[config.mk]
export PLATFORM = sky130hd
export DESIGN_NAME = tboom_rename_map_table_nw
export DESIGN_NICKNAME = d
export VERILOG_FILES = /design/src/rtl/tboom_rename_pkg.sv /design/src/rtl/tboom_rmt_ckpt_alloc.sv /design/src/rtl/tboom_rename_map_table_nw.sv
export SDC_FILE = /design/constraint.sdc
export NUM_CORES = 2
export LEC_CHECK = 0
export CORE_MARGIN = 2
export CORE_UTILIZATION = 25
export DETAILED_ROUTE_END_ITERATION = 6
export PLACE_DENSITY = 0.49
export SYNTH_ARGS = -nofsm -noshare
export SYNTH_HDL_FRONTEND = slang
export SYNTH_HIERARCHICAL = 1
export SYNTH_SLANG_ARGS = --single-unit
[constraint.sdc]
create_clock -name clk -period 15.7 [get_ports clk]
set_clock_uncertainty 0.1 [all_clocks]
set_input_delay 3.925 -clock clk [delete_from_list [all_inputs] [get_ports clk]]
set_output_delay 3.925 -clock clk [all_outputs]
set_load 0.005 [all_outputs]
[src/rtl/tboom_rename_pkg.sv]
// Shared types and helpers for the TinyBOOM N-wide rename map table.
// Widths here must match the map table's REG_*_ADDR_WIDTH parameters.
package tboom_rename_pkg;

    localparam int MAX_LANES  = 4;
    localparam int ARCH_W     = 5;
    localparam int PHYS_W     = 6;
    localparam int ARCH_REGS  = 2 ** ARCH_W;
    localparam int CKPT_DEPTH = 8;
    localparam int CKPT_W     = $clog2(CKPT_DEPTH);

    typedef logic [ARCH_W-1:0] arch_reg_t;
    typedef logic [PHYS_W-1:0] phys_reg_t;
    typedef logic [CKPT_W-1:0] ckpt_tag_t;
    typedef phys_reg_t [ARCH_REGS-1:0] map_t;

    typedef logic [MAX_LANES-1:0] lane_mask_t;
    typedef arch_reg_t [MAX_LANES-1:0] lane_arch_t;
    typedef phys_reg_t [MAX_LANES-1:0] lane_phys_t;

    function automatic map_t reset_map();
        map_t m;
        for (int i = 0; i < ARCH_REGS; i++) begin
            m[i] = phys_reg_t'(i);
        end
        return m;
    endfunction

    // Later older lanes overwrite earlier ones, so the newest producer wins.
    function automatic phys_reg_t lane_bypass(
        input int         lane,
        input arch_reg_t  src,
        input lane_mask_t wq,
        input lane_arch_t rd,
        input lane_phys_t np,
        input phys_reg_t  dflt
    );
        phys_reg_t r;
        r = dflt;
        for (int j = 0; j < MAX_LANES; j++) begin
            if (j < lane && wq[j] && rd[j] == src) begin
                r = np[j];
            end
        end
        return r;
    endfunction

endpackage

[src/rtl/tboom_rmt_ckpt_alloc.sv]
// Circular checkpoint slot allocator: head/tail/count bookkeeping.
module tboom_rmt_ckpt_alloc
    import tboom_rename_pkg::*;
#(
    parameter int DEPTH = CKPT_DEPTH,
    localparam int TW = $clog2(DEPTH)
) (
    input  logic          clk,
    input  logic          rst_n,
    input  logic          alloc,
    input  logic          release_req,
    input  logic          restore,
    input  logic [TW-1:0] restore_tag,
    input  logic          clear,
    output logic [TW-1:0] tag,
    output logic          full
);

    logic [TW-1:0] head_q;
    logic [TW-1:0] tail_q;
    logic [TW:0]   count_q;
    logic [TW-1:0] span;
    logic          rel_ok;
    logic          live;

    assign rel_ok = release_req && (count_q != '0);
    assign span   = restore_tag - head_q;
    assign live   = {1'b0, span} < count_q;
    assign full   = (count_q == (TW+1)'(DEPTH));
    assign tag    = tail_q;

    always_ff @(posedge clk or negedge rst_n) begin
        if (!rst_n) begin
            head_q  <= '0;
            tail_q  <= '0;
            count_q <= '0;
        end else if (clear) begin
            tail_q  <= head_q;
            count_q <= '0;
        end else if (restore) begin
            // Keep the restored slot and everything older; drop the rest.
            tail_q  <= restore_tag + TW'(1);
            count_q <= {1'b0, span} + (TW+1)'(1);
        end else begin
            if (alloc) begin
                tail_q <= tail_q + TW'(1);
            end
            if (rel_ok) begin
                head_q <= head_q + TW'(1);
            end
            count_q <= count_q + (TW+1)'(alloc) - (TW+1)'(rel_ok);
        end
    end

    a_restore_live: assert property (
        @(posedge clk) disable iff (!rst_n) (restore && !clear) |-> live
    );

endmodule

[src/rtl/tboom_rename_map_table_nw.sv]
// N-wide rename map table with intra-group bypass and branch checkpoints.
// Define TBOOM_RMT_COMMIT_MAP_EN to add a committed map and flush recovery.
module tboom_rename_map_table_nw
    import tboom_rename_pkg::*;
#(
    parameter int RENAME_WIDTH        = 2,
    parameter int REG_ARCH_ADDR_WIDTH = ARCH_W,
    parameter int REG_PHYS_ADDR_WIDTH = PHYS_W,
    parameter int CHECKPOINT_DEPTH    = CKPT_DEPTH,
    localparam int RW = RENAME_WIDTH,
    localparam int AW = REG_ARCH_ADDR_WIDTH,
    localparam int PW = REG_PHYS_ADDR_WIDTH,
    localparam int TW = $clog2(CHECKPOINT_DEPTH)
) (
    input  logic             clk,
    input  logic             rst_n,
    input  logic             ren_valid,
    output logic             ren_ready,
    input  logic [RW-1:0]    lane_valid,
    input  logic [RW-1:0]    lane_rd_valid,
    input  logic [RW-1:0]    lane_rs1_valid,
    input  logic [RW-1:0]    lane_rs2_valid,
    input  logic [RW*AW-1:0] lane_arch_rs1,
    input  logic [RW*AW-1:0] lane_arch_rs2,
    input  logic [RW*AW-1:0] lane_arch_rd,
    input  logic [RW*PW-1:0] lane_new_phys,
    input  logic             freelist_ok,
    output logic [RW-1:0]    freelist_request,
    output logic [RW*PW-1:0] lane_phys_rs1,
    output logic [RW*PW-1:0] lane_phys_rs2,
    output logic [RW*PW-1:0] lane_phys_stale,
    input  logic             ckpt_req,
    output logic [TW-1:0]    ckpt_tag,
    input  logic             restore,
    input  logic [TW-1:0]    restore_tag,
    input  logic             ckpt_release,
`ifdef TBOOM_RMT_COMMIT_MAP_EN
    input  logic [RW-1:0]    commit_valid,
    input  logic [RW*AW-1:0] commit_arch_rd,
    input  logic [RW*PW-1:0] commit_phys_rd,
    input  logic             flush,
`endif
    output logic             ckpt_full
);

    map_t       map_q;
    map_t       map_nxt;
    map_t       recover_map;
    map_t       snap_q [CHECKPOINT_DEPTH];
    lane_mask_t wq;
    lane_arch_t rs1_a;
    lane_arch_t rs2_a;
    lane_arch_t rd_a;
    lane_phys_t np_a;
    logic       flush_i;
    logic       accept;

    always_comb begin
        wq    = '0;
        rs1_a = '0;
        rs2_a = '0;
        rd_a  = '0;
        np_a  = '0;
        for (int k = 0; k < RW; k++) begin
            rs1_a[k] = lane_arch_rs1[k*AW +: AW];
            rs2_a[k] = lane_arch_rs2[k*AW +: AW];
            rd_a[k]  = lane_arch_rd[k*AW +: AW];
            np_a[k]  = lane_new_phys[k*PW +: PW];
            wq[k]    = lane_valid[k] & lane_rd_valid[k] & (rd_a[k] != '0);
        end
    end

    assign freelist_request = wq[RW-1:0];

    always_comb begin
        lane_phys_rs1   = '0;
        lane_phys_rs2   = '0;
        lane_phys_stale = '0;
        for (int k = 0; k < RW; k++) begin
            if (lane_rs1_valid[k] && rs1_a[k] != '0) begin
                lane_phys_rs1[k*PW +: PW] =
                    lane_bypass(k, rs1_a[k], wq, rd_a, np_a, map_q[rs1_a[k]]);
            end
            if (lane_rs2_valid[k] && rs2_a[k] != '0) begin
                lane_phys_rs2[k*PW +: PW] =
                    lane_bypass(k, rs2_a[k], wq, rd_a, np_a, map_q[rs2_a[k]]);
            end
            lane_phys_stale[k*PW +: PW] =
                lane_bypass(k, rd_a[k], wq, rd_a, np_a, map_q[rd_a[k]]);
        end
    end

    // Lane order makes the highest lane win a same-rd conflict.
    always_comb begin
        map_nxt = map_q;
        for (int k = 0; k < RW; k++) begin
            if (wq[k]) begin
                map_nxt[rd_a[k]] = np_a[k];
            end
        end
    end

`ifdef TBOOM_RMT_COMMIT_MAP_EN
    map_t cmap_q;
    map_t cmap_nxt;

    always_comb begin
        cmap_nxt = cmap_q;
        for (int k = 0; k < RW; k++) begin
            if (commit_valid[k] && commit_arch_rd[k*AW +: AW] != '0) begin
                cmap_nxt[commit_arch_rd[k*AW +: AW]] = commit_phys_rd[k*PW +: PW];
            end
        end
    end

    always_ff @(posedge clk or negedge rst_n) begin
        if (!rst_n) begin
            cmap_q <= reset_map();
        end else begin
            cmap_q <= cmap_nxt;
        end
    end

    assign flush_i     = flush;
    assign recover_map = flush ? cmap_q : snap_q[restore_tag];
`else
    assign flush_i     = 1'b0;
    assign recover_map = snap_q[restore_tag];
`endif

    assign ren_ready = !flush_i && !restore && freelist_ok
                     && !(ckpt_req && ckpt_full);
    assign accept    = ren_valid && ren_ready;

    always_ff @(posedge clk or negedge rst_n) begin
        if (!rst_n) begin
            map_q <= reset_map();
        end else if (flush_i || restore) begin
            map_q <= recover_map;
        end else if (accept) begin
            map_q <= map_nxt;
        end
    end

    always_ff @(posedge clk) begin
        if (accept && ckpt_req) begin
            snap_q[ckpt_tag] <= map_nxt;
        end
    end

    tboom_rmt_ckpt_alloc #(
        .DEPTH(CHECKPOINT_DEPTH)
    ) u_alloc (
        .clk        (clk),
        .rst_n      (rst_n),
        .alloc      (accept && ckpt_req),
        .release_req(ckpt_release),
        .restore    (restore),
        .restore_tag(restore_tag),
        .clear      (flush_i),
        .tag        (ckpt_tag),
        .full       (ckpt_full)
    );

endmodule

== Yosys cells after proc, flatten, opt, wreduce, memory -nomap -nowiden ==
Memory sizes are Yosys's and may differ from the RTL's.
Index checks and enable logic that the tools add are counted.

* Register bits: 202
* Bits of input ports: 60
* Logic and storage cells: 121
* Memories: 1
* RAM bits: 1536

{| class="wikitable"
|+ Memories
! memory !! words !! bits a word !! rd ports !! clocked after Yosys merged registers in !! write ports !! line !! RTL
|-
| snap_q || 8 || 192 || 1 || 0 || 1 || tboom_rename_map_table_nw.sv:49 || <nowiki>map_t snap_q [CHECKPOINT_DEPTH];</nowiki>
|}

* Bitwise logic cells: 5
* Reductions and logical operators: 27
* Mux-type cells: 34
* Equality and inequality tests: 4
* $add $sub $neg: 7
* $lt $le $gt $ge: 8

{| class="wikitable"
|+ Operator list
! kind !! number
|-
| 192-bit two-way mux || 4
|-
| 192-bit bitwise mux || 2
|-
| 6-bit binary-select mux with 5-bit select || 6
|-
| 6-bit two-way mux || 15
|-
| 6-bit demux with 5-bit select || 2
|-
| 5-bit by 6-bit less-than comparator with 1-bit output (second input constant) || 6
|-
| 5-bit nonzero test || 6
|-
| 5-bit == test || 3
|-
| 1-bit logical AND || 15
|-
| 5-bit by 1-bit greater-or-equal comparator with 1-bit output (second input constant) || 2
|-
| 3-bit by 1-bit adder with 3-bit output (second input constant) || 3
|-
| 3-bit two-way mux || 2
|-
| 3-bit by 1-bit adder with 4-bit output (second input constant) || 1
|-
| 4-bit by 1-bit adder with 4-bit output || 1
|-
| 1-bit AND || 4
|-
| 4-bit == test (second input constant) || 1
|-
| 4-bit two-way mux || 1
|-
| 2-bit nonzero test || 2
|-
| 4-bit nonzero test || 1
|-
| 4-bit by 1-bit subtractor with 4-bit output || 1
|-
| 3-bit subtractor || 1
|-
| 1-bit logical NOT || 2
|-
| 1-bit two-way mux || 2
|-
| 2-bit AND reduction || 1
|-
| 1-bit inverter || 1
|}

== Depth between registers and ports, before layout ==
* Depth after elaboration: 10
* Mapped depth: 11

== Modules after synthesis ==
The synthesis kept the hierarchy.

{| class="wikitable"
|+ Modules (own cells, without submodules)
! module !! cells an instance !! seq. area each (µm²) !! times used !! area each (µm²)
|-
| tboom_rename_map_table_nw || 4468 || 51028.9 || 1 || 79719.0
|-
| tboom_rmt_ckpt_alloc || 77 || 250.2 || 1 || 779.5
|}

== Worst setup path after synthesis ==
Ideal clock, no wire load.

* Kind: input to register
* From: in freelist_ok
* To: mem snap_q[0][0] in the netlist's numbering, enable pin
* Buffers on the path: 0
* Setup slack: -3.156 ns
* Cell stages on the path: 5
* Data arrival time: 17.777 ns
* Setup time: 0.979 ns
* Path through: a21boi_0 -> nor2b_1 -> and3_1 -> nand2b_1 -> nor3_1

* Cells in the longest elaborated chain, start to end: 6

{| class="wikitable"
|+ RTL lines
! item !! line !! RTL
|-
| start: declaration || tboom_rename_map_table_nw.sv:27 || <nowiki>input logic freelist_ok,</nowiki>
|-
| 1-bit logical AND || tboom_rename_map_table_nw.sv:131 || <nowiki>assign ren_ready = !flush_i && !restore && freelist_ok</nowiki>
|-
| 1-bit logical AND || tboom_rename_map_table_nw.sv:132 || <nowiki>&& !(ckpt_req && ckpt_full);</nowiki>
|-
| via ren_ready || tboom_rename_map_table_nw.sv:18 || <nowiki>output logic ren_ready,</nowiki>
|-
| 1-bit logical AND || tboom_rename_map_table_nw.sv:133 || <nowiki>assign accept = ren_valid && ren_ready;</nowiki>
|-
| 1-bit logical AND || tboom_rename_map_table_nw.sv:146 || <nowiki>if (accept && ckpt_req) begin</nowiki>
|-
| 1-bit two-way mux || tboom_rename_map_table_nw.sv:146 ||
|-
| 1-bit two-way mux (not written as such) || tboom_rename_map_table_nw.sv:147 || <nowiki>snap_q[ckpt_tag] <= map_nxt;</nowiki>
|-
| end: declaration || tboom_rename_map_table_nw.sv:49 ||
|}

The timed path passes the listed nets, and every way through them passes these cells.

== Final worst setup path ==
* From: in lane_arch_rd[2]
* To: out lane_phys_rs2[7]

* Cells in the longest elaborated chain, start to end: 5
* Elaborated cells on any way between the ends: 6
* Those cells by class: 1 x eq/ne; 2 x mux; 1 x bitwise; 2 x reduce/logical

{| class="wikitable"
|+ RTL lines
! item !! line !! RTL
|-
| start: declaration || tboom_rename_map_table_nw.sv:25 || <nowiki>input logic [RW*AW-1:0] lane_arch_rd,</nowiki>
|-
| 5-bit nonzero test || tboom_rename_map_table_nw.sv:69 || <nowiki>wq[k] = lane_valid[k] & lane_rd_valid[k] & (rd_a[k] != '0);</nowiki>
|-
| 1-bit AND || tboom_rename_map_table_nw.sv:69 ||
|-
| 1-bit logical AND * || tboom_rename_pkg.sv:41 || <nowiki>if (j < lane && wq[j] && rd[j] == src) begin</nowiki>
|-
| 6-bit two-way mux * || tboom_rename_pkg.sv:41 ||
|-
| 6-bit two-way mux * || tboom_rename_map_table_nw.sv:84 || <nowiki>if (lane_rs2_valid[k] && rs2_a[k] != '0) begin</nowiki>
|-
| end: declaration || tboom_rename_map_table_nw.sv:30 || <nowiki>output logic [RW*PW-1:0] lane_phys_rs2,</nowiki>
|}

Every way passes the cells marked *; elsewhere a longest branch is shown, timed or not.

==> results.toml <==
[routing]
wl_um = 278000
ant_nets = 0
drt_iter0_drc = 5538
vias = 47400
drc = 0
avgRoutedWirePerCell_um = 30.7
drt_first_pass_iters = 5
vias_per_cell = 5.24

[clock_tree]
postCtsSetupRepairBufs = 0
h-tree-depth = 4
cts-resized-gates = 0
cts_root_buf = "clkbuf_16"
clkLatencyLatePin_ns = 0.87
hold_buffers = 0
cts_buffers = 188
tritoncts = "done"
cts.reportedPaths.clkPinSlew_ns = 0.06
cts.sinks = 1738
ctsLongestPathBuffers = 4

[min_path]
hold_path.class = "register to register"

[critical_path]
required_ns = 11.68
cp_max_fo = 19
cp-end-kind = "primary output"
r2r_slack_ns = 10.36
critPathArrivalTime_ns = 8.35
criticalPathCategory = "input pin to primary output"
startpoint_type = "input pin"

[sta]
hold_viol = 0
setup_violations = 0
tightestPinTransition_ns = 1.37
drv_slew = 0
max_slew_margin_pct = 7.70
fin_crit_ns = 12.37
max_freq_mhz = 80.8
setup_slack_ns = 3.33
fin_setup_tns_ns = 0
period_share_pct = 78.8
rsz0062_at_grt = "no"

[power_and_ir_drop]
vdd_drop_max_mv = 0.0781
p_per_area_nw_per_um2 = 123
p_leak_nw = 29.3

[global_routing]
grt_pass1_wl_um = 386000
antenna_found_initial = 31
grtUsageTotal_pct = 16.7
grt_max_degree = 113
overflow = 0
first_global_vias = 47200

[floorplan]
rows = 208
die_h_um = 571
die_w_um = 571
coreArea_um2 = 321000
start_util_pct = 25.1
pin_count = 103
die-area_um2 = 327000

[status]
status = "finished clean"

[place]
gp_congestion = 0.925
io_buffers = 102
place_hpwl_um = 169000
dp_slack_ns = 3.49

[logic_synthesis]
synth-edff-count = 1536
synth-seq-area-share_pct = 63.7
yosys_warnings = 6
dominantRegCellSynth = "edfxtp_1"
ys_types = 78
ys_ff_latch = 1738
syn_inst = 4545
syn_avg_cell_area_um2 = 17.7
async_flop_share_pct = 11.6
syn_area_um2 = 80500

[flow_run]
maxCapViolCount = 0

[final_layout]
layout-drive-gt1-share_pct = 28.3
final_common_cell = "edfxtp_1"
final_cell_mix = "edfxtp_1 (1536), mux4_2 (605), mux2i_1 (496), nand2_1 (278), clkbuf_16 (189)"
final_util_pct = 28.8
fill_cells = 31900
final_nets = 4650
area_growth_syn_to_layout_pct = 14.5
## final timing paths
kind / startpoint / to / depth (start not counted)
worst max-delay path: lane_arch_rd[2] / lane_phys_rs2[7] / 7
min in group asynchronous: rst_n / u_alloc/count_q[2]$_DFF_PN0_ / 1
worst min register to register: u_alloc/head_q[0]$_DFFE_PN0P_ / u_alloc/head_q[0]$_DFFE_PN0P_ / 1
worst max register to register: u_alloc/count_q[2]$_DFF_PN0_ / snap_q[5][131]$_DFFE_PP_ / 10
worst min-delay path: u_alloc/head_q[0]$_DFFE_PN0P_ / u_alloc/head_q[0]$_DFFE_PN0P_ / 1
max in group asynchronous: rst_n / map_q[22]$_DFFE_PN0P_ / 3
## per-layer routing
metal | track usage [%] | vias to the layer above | wire length [um]
met5 | 0.206 | - | 171
met4 | 6.27 | 14 | 11300
met3 | 3.19 | 446 | 22300
met2 | 25.5 | 2182 | 125000
met1 | 23.3 | 25900 | 119000
li1 | - | 18900 | -
## cell families (layout without fill, tap and decap cells)
kind of cell,count (synthesis),count (layout),share of synthesized area (%)
mux,1165,1165,24.3
compound gates,599,599,5.71
flops,1738,1738,63.7
buf+inv,390,573,2.21
fa+ha+maj,12,12,0.205
xor+xnor,22,22,0.256
simple gates,618,618,3.61
other cells,1,10,0.00466
## final cells by class
type	count	area [um^2]	area share (%)
clock buffer	264	5200	5.64
multi-input combinational	2418	27600	29.9
clock inverter	77	708	0.768
sequential	1738	51300	55.6
timing repair buffer	217	1960	2.13
antenna	8	20.0	0.0217
inverter	15	56.3	0.0611
tap	4305	5390	5.84
## power breakdown
part           leakage (nW)  total, mW  internal, mW  switching (mW)
Sequential             16.0       5.66          5.32           0.342
Combinational          10.4       1.36         0.585           0.773
Clock                  2.89       4.32          2.48            1.84
Total                  29.3       11.3          8.38            2.96
## stage by stage
stage	hold WS [ns]	area (um^2)	power, mW	cells
floorplan	0.392	80500	6.44	4546
global placement	0.440	86300	7.06	8692
detailed placement	0.447	86300	7.09	8693
CTS	0.455	92200	11.4	9034
global route	0.483	92200	11.7	9036
finish	0.447	92200	11.3	9042
## flip-flops by register name, summed over array words and instances, names as in the netlist
| register | flops |
|---|---|
| map_q | 192 |
| u_alloc/head_q | 3 |
| u_alloc/tag | 3 |
| snap_q | 1536 |
| u_alloc/count_q | 4 |
## Yosys cell counts, types with 6 or more instances
cell      count  area, um^2
nand3b_1      6        45.0
o221a_2     140        1580
a221oi_1     10        87.6
dfrtp_1     122        3050
nand2b_1      8        50.1
nand4_1       8        50.1
or3_1         6        37.5
nor2_1      164         616
nor3_1       11        55.1
o21ai_0      71         355
xnor2_1       9        78.8
a22oi_1      43         323
buf_1        31         116
o21ai_1      14        70.1
a21oi_1     163         816
mux2_2       46         518
clkbuf_1    201         754
a211oi_1     17         128
buf_2       107         536
ha_1         10         125
nor2_4       11         124
nand2_1     279        1050
nand3_1      17        85.1
buf_4        27         203
mux2i_1     496        4960
a221o_1      44         440
dfstp_2      80        2100
o22ai_1      15        93.8
a32o_1        6        60.1
nor2b_1      53         332
mux4_1       12         315
o211ai_1      6        45.0
edfxtp_1   1536       46100
xor2_1       12         105
mux4_2      605       13600
a21boi_0     11        82.6
buf_6         8        90.1
o221ai_1     19         166
and3b_1       6        52.6
nor2_2       12        75.1
inv_1        15        56.3
## critical path, stage by stage
cell and delay [ns]:
clkdlybuf4s50_1 0.82, nor3_1 1.05, a2111oi_0 0.27, a21oi_1 0.49
o21ai_0 0.16, o21ai_0 0.94, clkdlybuf4s50_1 0.68
No activity file was read; power rests on OpenSTA's default activity.
